[src/rtl/spi_pkg.sv]
// Shared definitions for the SPI master and the companion slave model:
// controller states and the four clock modes encoded as {cpol, cpha}.
package spi_pkg;

    typedef enum logic [2:0] {
        IDLE  = 3'd0,
        LEAD  = 3'd1,
        XFER  = 3'd2,
        TRAIL = 3'd3,
        DONE  = 3'd4
    } spi_state_t;

    localparam logic [1:0] MODE0 = 2'b00;
    localparam logic [1:0] MODE1 = 2'b01;
    localparam logic [1:0] MODE2 = 2'b10;
    localparam logic [1:0] MODE3 = 2'b11;

endpackage

[src/rtl/spi_clk_div.sv]
// Half-period tick generator: pulses tick on the last cycle of every
// (div+1)-cycle window while enabled; the count restarts whenever disabled.
module spi_clk_div #(
    parameter int DIV_W = 8
) (
    input  logic             clk,
    input  logic             rst,
    input  logic             load,
    input  logic [DIV_W-1:0] div,
    input  logic             en,
    output logic             tick
);

    logic [DIV_W-1:0] div_reg;
    logic [DIV_W-1:0] cnt_reg;

    always_ff @(posedge clk or negedge rst) begin
        if (!rst) begin
            div_reg <= '0;
            cnt_reg <= '0;
        end else begin
            if (load) begin
                div_reg <= div;
            end
            if (!en || (cnt_reg == div_reg)) begin
                cnt_reg <= '0;
            end else begin
                cnt_reg <= cnt_reg + 1'b1;
            end
        end
    end

    assign tick = en && (cnt_reg == div_reg);

endmodule

[src/rtl/spi_master_multi.sv]
// Parametrised SPI master: generic word width, all CPOL/CPHA modes, runtime
// bit order, programmable SCK divider and one-hot active-low slave selects.
module spi_master_multi
    import spi_pkg::*;
#(
    parameter int DATA_W = 8,
    parameter int NUM_SS = 4,
    parameter int DIV_W  = 8,
    parameter int SS_W   = (NUM_SS > 1) ? $clog2(NUM_SS) : 1
) (
    input  logic              clk,
    input  logic              rst,
    input  logic              start,
    input  logic              cpol,
    input  logic              cpha,
    input  logic              lsb_first,
    input  logic [DIV_W-1:0]  clk_div,
    input  logic [SS_W-1:0]   ss_sel,
    input  logic [DATA_W-1:0] tx_data,
    output logic [DATA_W-1:0] rx_data,
    output logic              busy,
    output logic              done,
    output logic              sck,
    output logic              mosi,
    input  logic              miso,
    output logic [NUM_SS-1:0] ss_n
);

    localparam int HALVES = 2 * DATA_W;
    localparam int HC_W   = $clog2(HALVES) + 1;
    localparam logic [HC_W-1:0] LAST_HALF = HC_W'(HALVES - 1);

    spi_state_t state_reg, state_next;

    logic [DATA_W-1:0] tx_sh_reg, rx_sh_reg, rx_reg;
    logic              cpol_reg, cpha_reg, lsb_reg, sck_reg, mosi_reg;
    logic [SS_W-1:0]   sel_reg;
    logic [HC_W-1:0]   half_reg;
    logic [HC_W-1:0]   edge_idx;
    logic              tick, div_en, start_go;
    logic              edge_ev, lead_edge, sample_ev, shift_ev;
    logic [NUM_SS-1:0] sel_mask;

    assign start_go = (state_reg == IDLE) && start;
    assign div_en   = (state_reg == LEAD) || (state_reg == XFER) || (state_reg == TRAIL);

    spi_clk_div #(.DIV_W(DIV_W)) u_clk_div (
        .clk  (clk),
        .rst  (rst),
        .load (start_go),
        .div  (clk_div),
        .en   (div_en),
        .tick (tick)
    );

    always_ff @(posedge clk or negedge rst) begin
        if (!rst) begin
            state_reg <= IDLE;
        end else begin
            state_reg <= state_next;
        end
    end

    always_comb begin
        state_next = state_reg;
        case (state_reg)
            IDLE:    if (start) state_next = LEAD;
            LEAD:    if (tick) state_next = XFER;
            XFER:    if (tick && (half_reg == LAST_HALF)) state_next = TRAIL;
            TRAIL:   if (tick) state_next = DONE;
            DONE:    state_next = IDLE;
            default: state_next = IDLE;
        endcase
    end

    // SCK edges: the end of LEAD enters half 0, each XFER tick but the last
    // enters the next half. Even halves begin with a leading edge.
    always_comb begin
        edge_ev  = 1'b0;
        edge_idx = '0;
        if ((state_reg == LEAD) && tick) begin
            edge_ev = 1'b1;
        end else if ((state_reg == XFER) && tick && (half_reg != LAST_HALF)) begin
            edge_ev  = 1'b1;
            edge_idx = half_reg + 1'b1;
        end
        lead_edge = ~edge_idx[0];
        sample_ev = edge_ev && (lead_edge ^ cpha_reg);
        shift_ev  = edge_ev && !sample_ev && !(!cpha_reg && (edge_idx == LAST_HALF));
    end

    always_ff @(posedge clk or negedge rst) begin
        if (!rst) begin
            tx_sh_reg <= '0;
            rx_sh_reg <= '0;
            rx_reg    <= '0;
            cpol_reg  <= 1'b0;
            cpha_reg  <= 1'b0;
            lsb_reg   <= 1'b0;
            sel_reg   <= '0;
            half_reg  <= '0;
            sck_reg   <= 1'b0;
            mosi_reg  <= 1'b0;
        end else begin
            if ((state_reg == IDLE) || (state_reg == DONE)) begin
                sck_reg <= cpol;
            end else if (edge_ev) begin
                sck_reg <= ~sck_reg;
            end else if (state_reg == TRAIL) begin
                sck_reg <= cpol_reg;
            end

            if (start_go) begin
                cpol_reg  <= cpol;
                cpha_reg  <= cpha;
                lsb_reg   <= lsb_first;
                sel_reg   <= ss_sel;
                half_reg  <= '0;
                rx_sh_reg <= '0;
                // CPHA=0 must show the first bit before the first leading edge
                if (cpha) begin
                    tx_sh_reg <= tx_data;
                    mosi_reg  <= 1'b0;
                end else begin
                    mosi_reg  <= lsb_first ? tx_data[0] : tx_data[DATA_W-1];
                    tx_sh_reg <= lsb_first ? (tx_data >> 1) : (tx_data << 1);
                end
            end else begin
                if ((state_reg == XFER) && tick) begin
                    half_reg <= half_reg + 1'b1;
                end
                if (shift_ev) begin
                    mosi_reg  <= lsb_reg ? tx_sh_reg[0] : tx_sh_reg[DATA_W-1];
                    tx_sh_reg <= lsb_reg ? (tx_sh_reg >> 1) : (tx_sh_reg << 1);
                end
                if (sample_ev) begin
                    rx_sh_reg <= lsb_reg ? {miso, rx_sh_reg[DATA_W-1:1]}
                                         : {rx_sh_reg[DATA_W-2:0], miso};
                end
                if ((state_reg == TRAIL) && tick) begin
                    rx_reg <= rx_sh_reg;
                end
                if (state_reg == DONE) begin
                    mosi_reg <= 1'b0;
                end
            end
        end
    end

    generate
        for (genvar gi = 0; gi < NUM_SS; gi++) begin : g_sel
            assign sel_mask[gi] = (sel_reg == SS_W'(gi));
        end
    endgenerate

    assign ss_n    = div_en ? ~sel_mask : '1;
    assign busy    = (state_reg != IDLE);
    assign done    = (state_reg == DONE);
    assign sck     = sck_reg;
    assign mosi    = mosi_reg;
    assign rx_data = rx_reg;

endmodule

[config.mk]
export PLATFORM = sky130hd
export DESIGN_NAME = spi_master_multi
export DESIGN_NICKNAME = d
export VERILOG_FILES = /design/src/rtl/spi_pkg.sv /design/src/rtl/spi_clk_div.sv /design/src/rtl/spi_master_multi.sv
export SDC_FILE = /design/constraint.sdc
export NUM_CORES = 1
export LEC_CHECK = 0
export BUFFER_PORTS_ARGS = -buffer_cell sky130_fd_sc_hd__buf_4
export CORE_MARGIN = 1.5
export CORE_UTILIZATION = 58
export CTS_CLUSTER_DIAMETER = 200
export CTS_CLUSTER_SIZE = 28
export DETAILED_ROUTE_END_ITERATION = 12
export HOLD_SLACK_MARGIN = 0.02
export PLACE_DENSITY = 0.8
export SYNTH_ARGS = -nofsm -noshare
export SYNTH_HDL_FRONTEND = slang
export SYNTH_SLANG_ARGS = --single-unit
export TNS_END_PERCENT = 100
[constraint.sdc]
create_clock -name clk -period 3.07 [get_ports clk]
set_input_delay 0.1535 -clock clk [delete_from_list [all_inputs] [get_ports clk]]
set_output_delay 0.1535 -clock clk [all_outputs]
set_load 0.02 [all_outputs]
# ---- Word level (Yosys, flattened, before mapping)
# Index checks and enable logic that the tools add are counted.
dict set report word_totals {
  reg_bits 55
  input_bits 25
  output_inout_bits 16
  wordCells 94
}
dict set report op_classes {
  addsub 2
  n_eq_ne 15
  n_mux 30
  bitwise 5
  reduce_logical 29
}
# cell count
set ops {}
lappend ops {{2-to-1 mux 8 bit} 9}
lappend ops {{2-to-1 mux 5 bit} 4}
lappend ops {{2-to-1 mux 3 bit} 4}
lappend ops {{one-hot mux 3 bit (4 select lines)} 1}
lappend ops {{logical AND 1 bit} 11}
lappend ops {{2-to-1 mux 1 bit} 11}
lappend ops {{== test 5 x 4 -> 1 bit (second input constant)} 2}
lappend ops {{nonzero test 3 bit} 3}
lappend ops {{adder 8 x 1 -> 8 bit (second input constant)} 1}
lappend ops {{== test 8 bit} 1}
lappend ops {{inequality test 2 bit (second input constant)} 4}
lappend ops {{== test 3 x 2 -> 1 bit (second input constant)} 2}
lappend ops {{nonzero test 2 bit} 3}
lappend ops {{adder 5 x 1 -> 5 bit (second input constant)} 1}
lappend ops {{inequality test 5 x 4 -> 1 bit (second input constant)} 1}
lappend ops {{== test 2 bit (second input constant)} 2}
lappend ops {{zero test 1 bit} 4}
lappend ops {{logical OR 1 bit} 4}
lappend ops {{2-to-1 mux 4 bit} 1}
lappend ops {{NOT 4 bit} 1}
lappend ops {{AND reduction 4 bit} 1}
lappend ops {{== test 3 x 1 -> 1 bit (second input constant)} 1}
lappend ops {{== test 3 bit (second input constant)} 1}
lappend ops {{zero test 3 bit} 1}
lappend ops {{5 further kinds} 7}

# ---- Logic depth before layout (Yosys ltp)
dict set report logic_depth {
  ltp_word 17
  depth_mapped 9
  mapped_depth_nobuf 8
}

# ---- Modules after synthesis
# A second synthesis with hierarchy kept.
dict set report unflattened {
  cells_unflattened 299
  hier_area_um2 2981.6
}
# module n_inst cells_per_inst area_per_inst_um2 seq_area_each_um2
set modules_own_cells {}
lappend modules_own_cells {spi_master_multi 1 236 2208.4 975.9}
lappend modules_own_cells {spi_clk_div 1 63 773.2 400.4}

# ---- Worst setup path before layout
# No wires, ideal clock.
dict set report synth_timing {
  path_kind {register to register}
  start {register half_reg[1]}
  end {register tx_sh_reg[5]}
  setup_time_ps 120
  arrival_time_ps 2412
  t_required_ps 2950
  setup_slack_ps 538
  stages_incl_launch_ff 10
  n_path_buf 1
  period_less_slack_ps 2532
  path_cell_list {dfrtp_1 > ha_1 > and3_1 > ha_1 > nand4bb_1 > a211oi_1 > a21oi_2 > buf_6 > or4_1 > a31o_1}
}
dict set report synth_between {
  elab_chain_len 11
  elab_cells_between_ends 17
  cone_classes {add/sub: 1; eq/ne: 2; mux: 4; bitwise: 2; reduce/logical: 8}
}
# element line_no
set synth_lines {}
lappend synth_lines {{start, declared} spi_master_multi.sv:38} ;# logic [HC_W-1:0] half_reg;
lappend synth_lines {{start signal, assigned} spi_master_multi.sv:130} ;# half_reg <= half_reg + 1'b1;
lappend synth_lines {{parallel branches: the longest is 9 deep, another holds adder 5 x 1 -> 5 bit} n/a}
lappend synth_lines {{logical AND 1 bit (*)} spi_master_multi.sv:89} ;# shift_ev = edge_ev && !sample_ev && !(!cpha_reg && (edge_idx == LAST_HALF));
lappend synth_lines {{nonzero test 2 bit (no source line) (*)} n/a}
lappend synth_lines {{end signal, assigned} spi_master_multi.sv:122} ;# tx_sh_reg <= tx_data;
lappend synth_lines {{end signal, assigned} spi_master_multi.sv:126} ;# tx_sh_reg <= lsb_first ? (tx_data >> 1) : (tx_data << 1);
lappend synth_lines {{end signal, assigned} spi_master_multi.sv:134} ;# tx_sh_reg <= lsb_reg ? (tx_sh_reg >> 1) : (tx_sh_reg << 1);
lappend synth_lines {{end, declared} spi_master_multi.sv:35} ;# logic [DATA_W-1:0] tx_sh_reg, rx_sh_reg, rx_reg;
# Every way passes the cells marked *.
# A chain may end at the register's enable or synchronous reset.

# ---- Final worst setup path
dict set report layout_timing {
  start {register half_reg[0]}
  end {register tx_sh_reg[6]}
}
# Same word-level chain as after synthesis.

==> run summary <==
Outcome - complete, no violations
Synthesized area per cell - 9.42 µm²
Simple-gate share of the synthesized area - 23.0%
Ys Warns - 0
Die Width - 75.9 µm
Area growth syn-to-layout - 14.1%
Share of flip-flops with an asynchronous set or reset - 100%
Multi-input logic area - 1580 µm²
Largest net degree at the start of global routing - 56
P_leak - 1.66 nW
DRT iter0 DRCs - 156
Post-synthesis compound-gate area fraction - 11.1%
Setup bufs post-CTS - 0
Maximum clock insertion buffer count - 2
Met1 global-route usage - 31.2%
Max-cap violation count - 0
Type of destination of the critical path - register
HPWL Detailed - 4600 µm
XOR/XNOR Fraction of Synth Area - 4.83%
Clock power frac - 17.7%
Area leader, netlist - dfrtp_1
Register bit total from synthesis - 55
Multiplexer share of the synthesized area - 11.1%
Setup violators final - 0
Crit-path slowest cell - or4_1
Max_slew headroom - 27.4%
Yosys top cell area share - 44.7%
Worst-Margin Slew - 1.08 ns
Tmin final - 2.82 ns
GR peak layer - met2
Clock skew - 0.0113 ns
Met2 Usage GRT - 40.5%
Sequential cell area - 1380 µm²
Critical path class - register to register
CP bufs+invs - 0
Hold path start - clk_div[4]
Syn Std Cell Area - 3080 µm²
WP data arrival - 3.03 ns
Worst min path class - input pin to register
CTS tree - done
Vias/cell - 5.72
Hold Vio Cnt, Final - 0
Synth Instances - 327
Clk slew on worst S/H paths - 0.10 ns
Largest family of logic cells by synthesized area - simple AND/OR/NAND/NOR gates
First-pass GRT wire length - 10300 µm
CTS sink cnt - 55
Hold Path End - u_clk_div.div_reg[4]
Clk Latency, worst-skew pair - 0.31 ns
Root buffer cell - clkbuf_8
Fin cells - 430
DIE AREA - 5760 µm²
Initial antenna violation count - 0
R2R depth - 8
CP dominant cell by count - ha_1
Final WL - 6500 µm
Crit share post-route - 91.9%
Port Buf Inserts - 40
Slowest stage delay, CP - 0.55 ns
Reg-to-Reg Start - half_reg[0]
Share of cells above drive strength 1 - 18.3%
CTS buffer count - 5
Tightest hold margin - 0.0255 ns
Share of the yosys chip area belonging to registers - 44.7%
Ranking of synthesized cells by area - dfrtp_1, mux2i_1, nand2_1
GRT Util Overall - 23.8%
Worst EP required - 3.28 ns
R2R Path End - tx_sh_reg[6]
CTS H-tree depth - 2
Die Y - 75.9 µm
Startpoint Class - register
# nets final - 387
Part of the power in registers - 45.2%
WHS Path Cells - 3
Post-synth EDFFs - 0
Fmax - 355 MHz
VDD IR max - 0.000399 V
Number of global-route vias before repair - 2238
Routed length per instance - 15.1 µm
FILL cells - 437
Int Pwr - 1.66 mW
Cells after DPL - 421
Met3 Use GR - 3.97%
Unrepaired setup endpoints after global routing - no
Vias - 2458
Top Family by Delay on Critical Path - simple AND/OR/NAND/NOR gates
Gr ovfl total - 0
Critical-path cell list - ha_1, and3_1, ha_1, nand4bb_1, a211oi_1, a21oi_2, or4_1, a31o_1
Sw Ratio - 39.4%
Routability congestion estimate from global placement - 0.811
Most used DFF post-synth - dfrtp_1
Combinational cell fraction of total power - 37.1%
Core area - 5110 µm²
Max Transition Viols Final - 0
NetSw - 1.08 mW
Synth Net Count - 355
DRC - 0
# rows - 26
Top-level I/O count - 41
Unique masters post-synth - 46
Pwr Density - 778 nW/µm²
Setup slack, reg-to-reg - 0.25 ns
Initial Util - 60.3%
Drt pass-1 iters - 4
Post-route ant nets - 0
Design Power - 2.74 mW
Synth Area in Adders - 1.22%
Sum Neg Setup Slack - 0 ns
Antenna diodes - 0
Crit-path max FO - 14
-- power by group through the flow --
stage	clock, mW	combinational [mW]	sequential, mW
after floorplan	0	0.832	1.14
after global placement	0	0.965	1.24
after detailed placement	0	1.01	1.24
after CTS	0.494	1.02	1.23
after global routing	0.522	1.13	1.28
final	0.484	1.01	1.24
-- per-stage QoR --
| stage | area [µm²] | util [%] | worst slack, ns |
|---|---|---|---|
| final | 3520 | 68.9 | 0.249 |
| after global routing | 3520 | 68.9 | 0.0729 |
| after CTS | 3520 | 68.9 | 0.266 |
| after detailed placement | 3400 | 66.5 | 0.303 |
| after global placement | 3400 | 66.5 | 0.401 |
| after floorplan | 3080 | - | 0.538 |
-- tightest hold or removal path, delay by kind of cell --
family / cells / cell delay, ns
simple gates: 2 / 0.09
buf+inv: 1 / 0.08
-- cells in the final DEF, fill, tap and decap left out, types with 3 or more instances in the layout --
cell      count
a21oi_1      12
a31o_1        6
and3_1        4
buf_4        41
clkbuf_8      5
dfrtp_1      55
ha_1          3
inv_1        12
mux2_2        9
mux2i_1      24
nand2_1      57
nand3_1      15
nand3b_1      3
nor2_1       30
o21ai_0      11
o31ai_1       7
or4_1         8
xor2_1       15
-- kinds of logic (layout without fill, tap and decap cells) --
family | Yosys count | count (layout)
adder cells (fa/ha/maj) | 3 | 3
AO/OA/AOI/OAI | 51 | 51
multiplexers | 33 | 33
XOR/XNOR | 17 | 17
flip-flops | 55 | 55
buffers and inverters | 29 | 62
AND/OR/NAND/NOR | 139 | 139
-- worst max path at each step --
stage / startpoint / slack (ns) / end / cells past startpoint
finish: half_reg[0] / 0.25 / tx_sh_reg[6] / 8
global route: half_reg[0] / 0.07 / tx_sh_reg[6] / 8
CTS: half_reg[0] / 0.27 / tx_sh_reg[5] / 8
detailed placement: half_reg[0] / 0.30 / tx_sh_reg[5] / 8
global placement: half_reg[0] / 0.40 / tx_sh_reg[4] / 8
floorplan: half_reg[1] / 0.54 / tx_sh_reg[5] / 9
-- final cells by class --
class | count | area share [%]
multi-input combinational | 243 | 44.9
sequential | 55 | 39.1
timing repair buffer | 42 | 9.04
tap | 70 | 2.49
clock buffer | 6 | 2.06
inverter | 12 | 1.28
clock inverter | 2 | 1.10
-- cells in the mapped netlist, drive strengths merged (2+ instances only) --
library cell / count
xor2: 15
clkbuf: 13
xnor2: 2
mux2i: 24
inv: 12
nand2: 57
a211oi: 2
and2: 2
nand3b: 4
nor3: 2
nor3b: 2
o31ai: 7
o21ai: 11
or2: 2
and3: 4
nor2: 32
a21oi: 13
mux2: 9
a21o: 2
nand2b: 2
a31oi: 2
o211ai: 2
or4: 8
dfrtp: 55
ha: 3
a31o: 6
nor4: 2
nand3: 15
buf: 4
-- layer usage --
| layer | up-vias | routed length (µm) |
|---|---|---|
| met2 | 62 | 3240 |
| met3 | 8 | 275 |
| met5 | - | 0 |
| li1 | 1202 | - |
| met1 | 1186 | 2900 |
| met4 | 0 | 89 |
-- what timing repair did --
item | 4_1_cts | 5_1_grt
gates resized for setup | 0 | 0
hold buffers | 1 | 0
endpoints found under the hold margin | 55 | 0
Power figures use the tool's default switching activity.
